## config.mk

```make
export PLATFORM = sky130hd
export DESIGN_NAME = if_fetch_stage
export DESIGN_NICKNAME = d
export VERILOG_FILES = /design/src/rtl/if_fetch_stage.sv
export SDC_FILE = /design/constraint.sdc
export NUM_CORES = 1
export LEC_CHECK = 0
export BUFFER_PORTS_ARGS = -buffer_cell sky130_fd_sc_hd__buf_4
export CORE_MARGIN = 1.5
export CORE_UTILIZATION = 40
export CTS_BUF_LIST = sky130_fd_sc_hd__clkbuf_16
export CTS_CLUSTER_SIZE = 12
export DETAILED_ROUTE_END_ITERATION = 8
export SLEW_MARGIN = 0
export SYNTH_ARGS = -nofsm -noshare
export SYNTH_HDL_FRONTEND = slang
export SYNTH_SLANG_ARGS = --single-unit
export TNS_END_PERCENT = 20
```

## constraint.sdc

```tcl
create_clock -name clk -period 4.4 [get_ports clk]
set_input_delay 0.66 -clock clk [delete_from_list [all_inputs] [get_ports clk]]
set_output_delay 0.66 -clock clk [all_outputs]
set_load 0.02 [all_outputs]
```

## src/rtl/if_fetch_stage.sv

```systemverilog
// Instruction-fetch stage: owns the fetch PC, issues in-order memory requests and
// presents buffered instructions to decode; redirects flush the buffer and drop stale responses.
module if_fetch_stage #(
   parameter logic [31:0] RESET_PC = 32'h0000_0000,
   parameter int          DEPTH    = 2
) (
   input  logic        clk,
   input  logic        reset,
   output logic        imem_req,
   output logic [31:0] imem_addr,
   input  logic        imem_gnt,
   input  logic        imem_rvalid,
   input  logic [31:0] imem_rdata,
   input  logic        redirect,
   input  logic [31:0] redirect_pc,
   input  logic        ID_ready,
   output logic        IF_valid,
   output logic [31:0] IF_IR,
   output logic [31:0] IF_PC
);
   localparam int PW = (DEPTH > 1) ? $clog2(DEPTH) : 1;
   localparam int CW = $clog2(DEPTH + 1);
   localparam int OW = CW + 1;
   localparam logic [31:0] NOP = 32'h0000_0013;
   localparam logic [31:0] PC0 = {RESET_PC[31:2], 2'b00};

   typedef enum logic [1:0] {S_WAIT, S_FETCH, S_FLUSH} state_t;
   state_t state, state_next;

   logic [31:0]   fetch_pc;
   logic [CW-1:0] outstanding, outstanding_next, count;
   logic [PW-1:0] head, tail, iss_rd, iss_wr;
   logic [31:0]   fifo_pc [DEPTH];
   logic [31:0]   fifo_ir [DEPTH];
   logic [31:0]   iss_pc  [DEPTH];
   logic          pop, grant, resp, keep, redirect_eff;
   logic [OW-1:0] occupancy;
   logic          unused_ok;

   function automatic logic [PW-1:0] ptr_inc(input logic [PW-1:0] p);
      return (p == PW'(DEPTH - 1)) ? '0 : p + PW'(1);
   endfunction

   assign unused_ok        = ^redirect_pc[1:0];
   assign redirect_eff     = redirect && (state != S_WAIT);
   assign pop              = IF_valid && ID_ready;
   assign occupancy        = OW'(outstanding) + OW'(count) - OW'(pop);
   assign grant            = imem_req && imem_gnt;
   // A response with nothing outstanding can only be a leftover from before reset.
   assign resp             = imem_rvalid && (outstanding != '0);
   assign keep             = resp && (state == S_FETCH) && !redirect_eff;
   assign outstanding_next = outstanding + CW'(grant) - CW'(resp);

   always_ff @(posedge clk or negedge reset) begin
      if (!reset) begin
         state <= S_WAIT;
      end else begin
         state <= state_next;
      end
   end

   always_comb begin
      state_next = state;
      case (state)
         S_WAIT:  state_next = S_FETCH;
         S_FETCH: begin
            if (redirect_eff)
               state_next = (outstanding_next == '0) ? S_FETCH : S_FLUSH;
         end
         S_FLUSH: begin
            if (outstanding_next == '0)
               state_next = S_FETCH;
         end
         default: state_next = S_WAIT;
      endcase
   end

   always_comb begin
      imem_req = 1'b0;
      if (state == S_FETCH)
         imem_req = !redirect && (occupancy < OW'(DEPTH));
   end

   assign imem_addr = fetch_pc;
   assign IF_valid  = (count != '0);
   assign IF_IR     = IF_valid ? fifo_ir[head] : NOP;
   assign IF_PC     = IF_valid ? fifo_pc[head] : 32'h0;

   always_ff @(posedge clk or negedge reset) begin
      if (!reset) begin
         fetch_pc    <= PC0;
         outstanding <= '0;
         count       <= '0;
         head        <= '0;
         tail        <= '0;
         iss_rd      <= '0;
         iss_wr      <= '0;
      end else begin
         outstanding <= outstanding_next;
         if (grant) iss_wr <= ptr_inc(iss_wr);
         if (resp)  iss_rd <= ptr_inc(iss_rd);
         // Redirect wins over pop and buffering; grant cannot coincide since imem_req is low.
         if (redirect_eff) begin
            fetch_pc <= {redirect_pc[31:2], 2'b00};
            count    <= '0;
            head     <= tail;
         end else begin
            if (grant) fetch_pc <= fetch_pc + 32'd4;
            if (keep)  tail <= ptr_inc(tail);
            if (pop)   head <= ptr_inc(head);
            count <= count + CW'(keep) - CW'(pop);
         end
      end
   end

   always_ff @(posedge clk) begin
      if (grant)
         iss_pc[iss_wr] <= fetch_pc;
      if (keep) begin
         fifo_pc[tail] <= iss_pc[iss_rd];
         fifo_ir[tail] <= imem_rdata;
      end
   end
endmodule

```

==> After elaboration in Yosys (flattened, before gate mapping) <==
Memories as Yosys holds them, arrays and structs flattened.
Index checks and enable logic that the tools add are counted.
{ "totals": {"ff_bits": 42, "ram_bits": 192, "inputBits": 70, "output_inout_bits": 98, "elab_cells": 66, "memories": 3} }
{ "classes": {"addsub": 11, "magnitude_cmp": 1, "eq_ne": 4, "mux": 20, "bitwise": 1, "n_reduce_logical": 18} }
{ "memory_table": {"columns": ["memory", "words", "word_bits", "rd", "rd_clocked_by_memory_dff", "write_ports", "line_no", "text"], "rows": [
  ["fifo_ir", 2, 32, 1, 0, 1, "34", "logic [31:0] fifo_ir [DEPTH];"],
  ["fifo_pc", 2, 32, 1, 0, 1, "33", "logic [31:0] fifo_pc [DEPTH];"],
  ["iss_pc", 2, 32, 1, 0, 1, "35", "logic [31:0] iss_pc [DEPTH];"]
]} }
{ "ops": {"columns": ["cell", "n"], "rows": [
  ["two-way mux 32 bit", 4],
  ["adder 32 x 3 -> 32 bit (second input constant)", 1],
  ["two-way mux 1 bit", 11],
  ["nonzero test 2 bit", 5],
  ["two-way mux 2 bit", 4],
  ["logical AND 1 bit", 7],
  ["case mux 2 bit (3 select lines)", 1],
  ["adder 1 bit (second input constant)", 4],
  ["adder 2 x 1 -> 2 bit", 2],
  ["logical NOT 2 bit", 2],
  ["!= test 2 bit (second input constant)", 2],
  ["AND reduction 2 bit", 2],
  ["subtractor 2 x 1 -> 2 bit", 2],
  ["adder 2 x 2 -> 3 bit", 1],
  ["less-than comparator 3 x 2 -> 1 bit (second input constant)", 1],
  ["subtractor 3 x 1 -> 3 bit", 1],
  ["equality test 2 x 1 -> 1 bit (second input constant)", 1],
  ["equality test 2 bit (second input constant)", 1],
  ["logical NOT 1 bit", 2],
  ["inverter 1 bit", 1]
]} }

==> Depth between registers and ports, before layout <==
{ "logic_depth": {"depth_word": 13, "depth_mapped": 18, "ltp_nobuf": 17} }

==> Worst setup path after synthesis <==
No wires, ideal clock.
{ "synth_timing": {"path_type": "input port to flip-flop", "start": "input port imem_rvalid", "end": "memory fifo_ir[0][0] (enable)", "setup_time_ns": 0.489, "arrival_ns": 4.165, "required_time_ns": 3.911, "setup_slack_ns": -0.255, "stages": 3, "n_path_buf": 0, "cell_sequence": "o21ai_0 > nor4b_1 > nor2b_1"} }
{ "synth_between": {"elab_chain_cells": 5} }
{ "synth_rtl": {"columns": ["item", "line_no", "text"], "rows": [
  ["start: declaration", "12", "input logic imem_rvalid,"],
  ["logical AND 1 bit", "50", "assign resp = imem_rvalid && (outstanding != '0);"],
  ["logical AND 1 bit (2 in series)", "51", "assign keep = resp && (state == S_FETCH) && !redirect_eff;"],
  ["two-way mux 1 bit", "119", "if (keep) begin"],
  ["two-way mux 1 bit (implied by the code)", "121", "fifo_ir[tail] <= imem_rdata;"],
  ["end: declaration", "34", null]
]} }
No other way between the ends.

==> Worst setup path in the final report <==
{ "layout_timing": {"start": "register count[0]", "end": "register state[0]"} }
{ "layout_between": {"elab_chain_cells": 13, "elab_cells_between_ends": 16, "cone_classes": "add/sub (4); order compare (1); eq/ne (1); mux (4); reduce/logical (6)"} }
{ "layout_rtl": {"columns": ["item", "line_no", "text"], "rows": [
  ["start: declaration", "31", "logic [CW-1:0] outstanding, outstanding_next, count;"],
  ["start signal: assignment", "111", "count <= count + CW'(keep) - CW'(pop);"],
  ["branches (longest 2 deep; another with adder 2 x 2 -> 3 bit)", null, null],
  ["subtractor 3 x 1 -> 3 bit (*)", "47", "assign occupancy = OW'(outstanding) + OW'(count) - OW'(pop);"],
  ["less-than comparator 3 x 2 -> 1 bit (*)", "81", "imem_req = !redirect && (occupancy < OW'(DEPTH));"],
  ["logical AND 1 bit (*)", "81", null],
  ["two-way mux 1 bit (*)", "80", "if (state == S_FETCH)"],
  ["logical AND 1 bit (*)", "48", "assign grant = imem_req && imem_gnt;"],
  ["adder 2 x 1 -> 2 bit (*)", "52", "assign outstanding_next = outstanding + CW'(grant) - CW'(resp);"],
  ["subtractor 2 x 1 -> 2 bit (*)", "52", null],
  ["via outstanding_next[1]", "31", null],
  ["logical NOT 2 bit (*)", "68, 71", null],
  ["two-way mux 2 bit", "68", "state_next = (outstanding_next == '0) ? S_FETCH : S_FLUSH;"],
  ["two-way mux 2 bit", "67", "if (redirect_eff)"],
  ["case mux 2 bit (3 select lines)", "64", "case (state)"],
  ["end signal: assignment", "58", "state <= state_next;"],
  ["end: declaration", "28", "state_t state, state_next;"]
]} }
Mark *: on every way through the listed nets, which the timed path passes. The select of a mux whose other input is x is not followed.
A chain may end at the register's enable or synchronous reset.

==> flow_metrics.tcl <==
set metrics [dict create \
    yosys_warnings 0 \
    layout.cells.most_common "edfxtp_1" \
    areaGrowthSynthToFinish_pct 24.7 \
    crit_fanout 3 \
    first_pass_iters 5 \
    fin_crit_sh_pct 78.5 \
    fmax_ghz 0.289 \
    wl_met2_um 10100 \
    grt_overflow 0 \
    netlist_area_um2 9230 \
    top_layer "met4" \
    dp_hpwl_um 13100 \
    max_slew_margin_pct 29.5 \
    hold_viol_final 0 \
    synth_flop_cell "edfxtp_1" \
    ys_ff_latch 224 \
    routabilityCongestion 0.812 \
    end_kind "flop" \
    maxCapViolCount 0 \
    start_kind "flop" \
    setup_tns_ns 0 \
    cts-resized-gates 0 \
    min_path_type "input port to async pin" \
    ant_nets 0 \
    seqCellArea_um2 6530 \
    grt_max_degree 63 \
    synth_edf_count 184 \
    die_y_um 155 \
    die_w_um 155 \
    start_util_pct 40.8 \
    clkSinkCount 224 \
    synth_area_leader_cell "edfxtp_1" \
    worstReg2RegStart "count[0]$_DFF_PN0_" \
    clock_skew_ns 0.0156 \
    ys_seq_area_share_pct 70.7 \
    grt_use_total_pct 16.7 \
    vias 5514 \
    reg2reg_slack_ns 0.94 \
    setup_violations 0 \
    async_flop_share_pct 17.9 \
    required_ns 4.83 \
    fp-row-count 55 \
    cts.clk_slew.worst_paths_ns 0.06 \
    irDropWorstVdd_v 0.000363 \
    htree_levels 1 \
    netlist_instances 626 \
    wl_met3_um 923 \
    crit_type "flop to flop" \
    cts_tree "done" \
    wl_um 19900 \
    first_iter_violations 325 \
    cts_made_buffers 24 \
    fin_crit_ns 3.46 \
    syn_avg_cell_area_um2 14.7 \
    rsz0062_at_grt "no" \
    dieArea_um2 24000 \
    drive_gt1_share_pct 30.5 \
    insertion_delay_ns 0.50 \
    synth_top_area_share_pct 59.9 \
    io-pin-count 168 \
    status "completed" \
    ctsHoldBuffers 0 \
    startpoint "count[0]$_DFF_PN0_" \
    via_per_inst 5.02 \
    r2r-end "state[0]$_DFFE_PN0P_" \
    worst-r2r-cell-count 16 \
    portBuffers 161 \
    core_area_um2 22600 \
    worstPathCellList "nor2_4 -> nor2b_1 -> ha_1 -> inv_1 -> nand2_1 -> fa_1 -> nand4b_1 -> nor3_1 -> inv_1 -> ha_1 -> inv_1 -> ha_1 -> xnor2_1 -> xnor2_1 -> or3_1 -> a21oi_1" \
    root_buffer "clkbuf_16" \
    grt_pass1_vias 5670 \
    tightest_slew_ns 1.05 \
    antenna_found_initial 0 \
    synthTopCellsByArea "edfxtp_1 60%, dfrtp_1 11%, mux2i_1 6.8%" \
    grt_pass1_wl_um 31300 \
    multi_input_area_um2 2550 \
    cp_slowest_cell "fa_1" \
    p_total_mw 7.62 \
    post_cts_buffers 0 \
    final_cell_mix "184 x edfxtp_1, 173 x buf_4, 80 x nor2_1" \
    finalMaxSlewViolations 0 \
    wl_per_cell_um 18.1 \
    clockBufferDepth 3 \
    max_stage_delay_ns 0.54 \
    crit_arrival_ns 3.88 \
    drc 0 \
    num_antenna_cells 0 \
    nets 875 \
    met1Wirelength_um 8630 \
    synth_cell_types 49 \
    power_density_nw_per_um2 663 \
    leakagePower_nw 4.43 \
    fillCellCount 1968 \
]
==> per-stage QoR <==
step           hold WS, ns  std cells  worst slack, ns  utilization (%)  cell area, um^2
2_1_floorplan        0.364        629            0.407                -             9240
3_3_place_gp         0.498       1057            0.782             47.7            10800
3_5_place_dp         0.505       1057            0.613             47.7            10800
4_1_cts              0.140       1099            0.929             50.8            11500
5_1_grt              0.150       1099            0.711             50.8            11500
6_report             0.138       1099            0.944             50.8            11500
==> per-layer routing <==
metal	GRT usage (%)	vias to the layer above
met2	29.3	159
met5	0	-
met4	4.21	0
met1	21.7	2689
met3	2.76	17
li1	-	2649
==> Yosys cell counts, types with 3 or more instances <==
| library cell | number |
|---|---|
| xor2_1 | 14 |
| nor2_1 | 83 |
| buf_1 | 8 |
| o21ai_0 | 19 |
| dfrtp_1 | 40 |
| xnor2_1 | 13 |
| a21oi_1 | 3 |
| nand3_1 | 16 |
| ha_1 | 6 |
| nand2_1 | 37 |
| a211oi_1 | 3 |
| inv_1 | 10 |
| nor3_1 | 6 |
| buf_4 | 6 |
| a311oi_1 | 4 |
| edfxtp_1 | 184 |
| buf_2 | 6 |
| nor4_1 | 4 |
| mux2_2 | 31 |
| and2_1 | 7 |
| nand4_1 | 7 |
| mux2i_1 | 63 |
| and4_1 | 5 |
| and3_1 | 8 |
| clkbuf_1 | 12 |
==> flip-flops by register name (all words and copies together), names as in the netlist <==
| register | flops |
|---|---|
| iss_pc | 60 |
| iss_rd | 1 |
| iss_wr | 1 |
| fifo_pc | 60 |
| outstanding | 2 |
| imem_addr | 30 |
| count | 2 |
| tail | 1 |
| state | 2 |
| fifo_ir | 64 |
| head | 1 |
==> logic make-up (layout without fill, tap and decap cells) <==
kind of cell | after synthesis | in the layout | synth area share, %
adders and majority gates | 7 | 7 | 1.03
DFF | 224 | 224 | 70.7
muxes | 94 | 94 | 10.6
buffers and inverters | 42 | 227 | 2.03
xor gates and xnor gates | 27 | 27 | 2.56
and+or+nand+nor | 188 | 188 | 9.95
AOI/OAI and AO/OA | 43 | 43 | 3.02
other | 1 | 4 | 0.0406
==> critical path: cells and delay by family, from the launching register on <==
family / cells / cell delay (ns)
compound gates: 1 / 0.16
xor+xnor: 2 / 0.29
fa+ha+maj: 4 / 1.28
buf+inv: 3 / 0.22
flops: 1 / 0.39
simple gates: 6 / 1.05
==> report_power, final <==
group	internal (mW)	leakage, nW	switching (mW)
Sequential	2.79	2.14	0.495
Combinational	1.12	1.92	1.45
Clock	1.01	0.368	0.750
==> worst max path at each step <==
stage | end | cells after the start
3_5_place_dp | state[0]$_DFFE_PN0P_ | 16
6_report | state[0]$_DFFE_PN0P_ | 16
3_3_place_gp | state[0]$_DFFE_PN0P_ | 16
5_1_grt | state[0]$_DFFE_PN0P_ | 16
2_1_floorplan | iss_pc[0][10]$_DFFE_PP_ | 10
4_1_cts | state[0]$_DFFE_PN0P_ | 16
==> final cells by class <==
| type | instances | area share, % |
|---|---|---|
| repair buffers | 175 | 11.6 |
| well taps | 285 | 3.10 |
| clock buffers | 25 | 5.44 |
| inverters | 10 | 0.326 |
| flip-flops and latches | 224 | 56.8 |
| clock inverters | 17 | 0.587 |
| multi-input cells | 363 | 22.1 |
(Power assumes the default switching activity.)
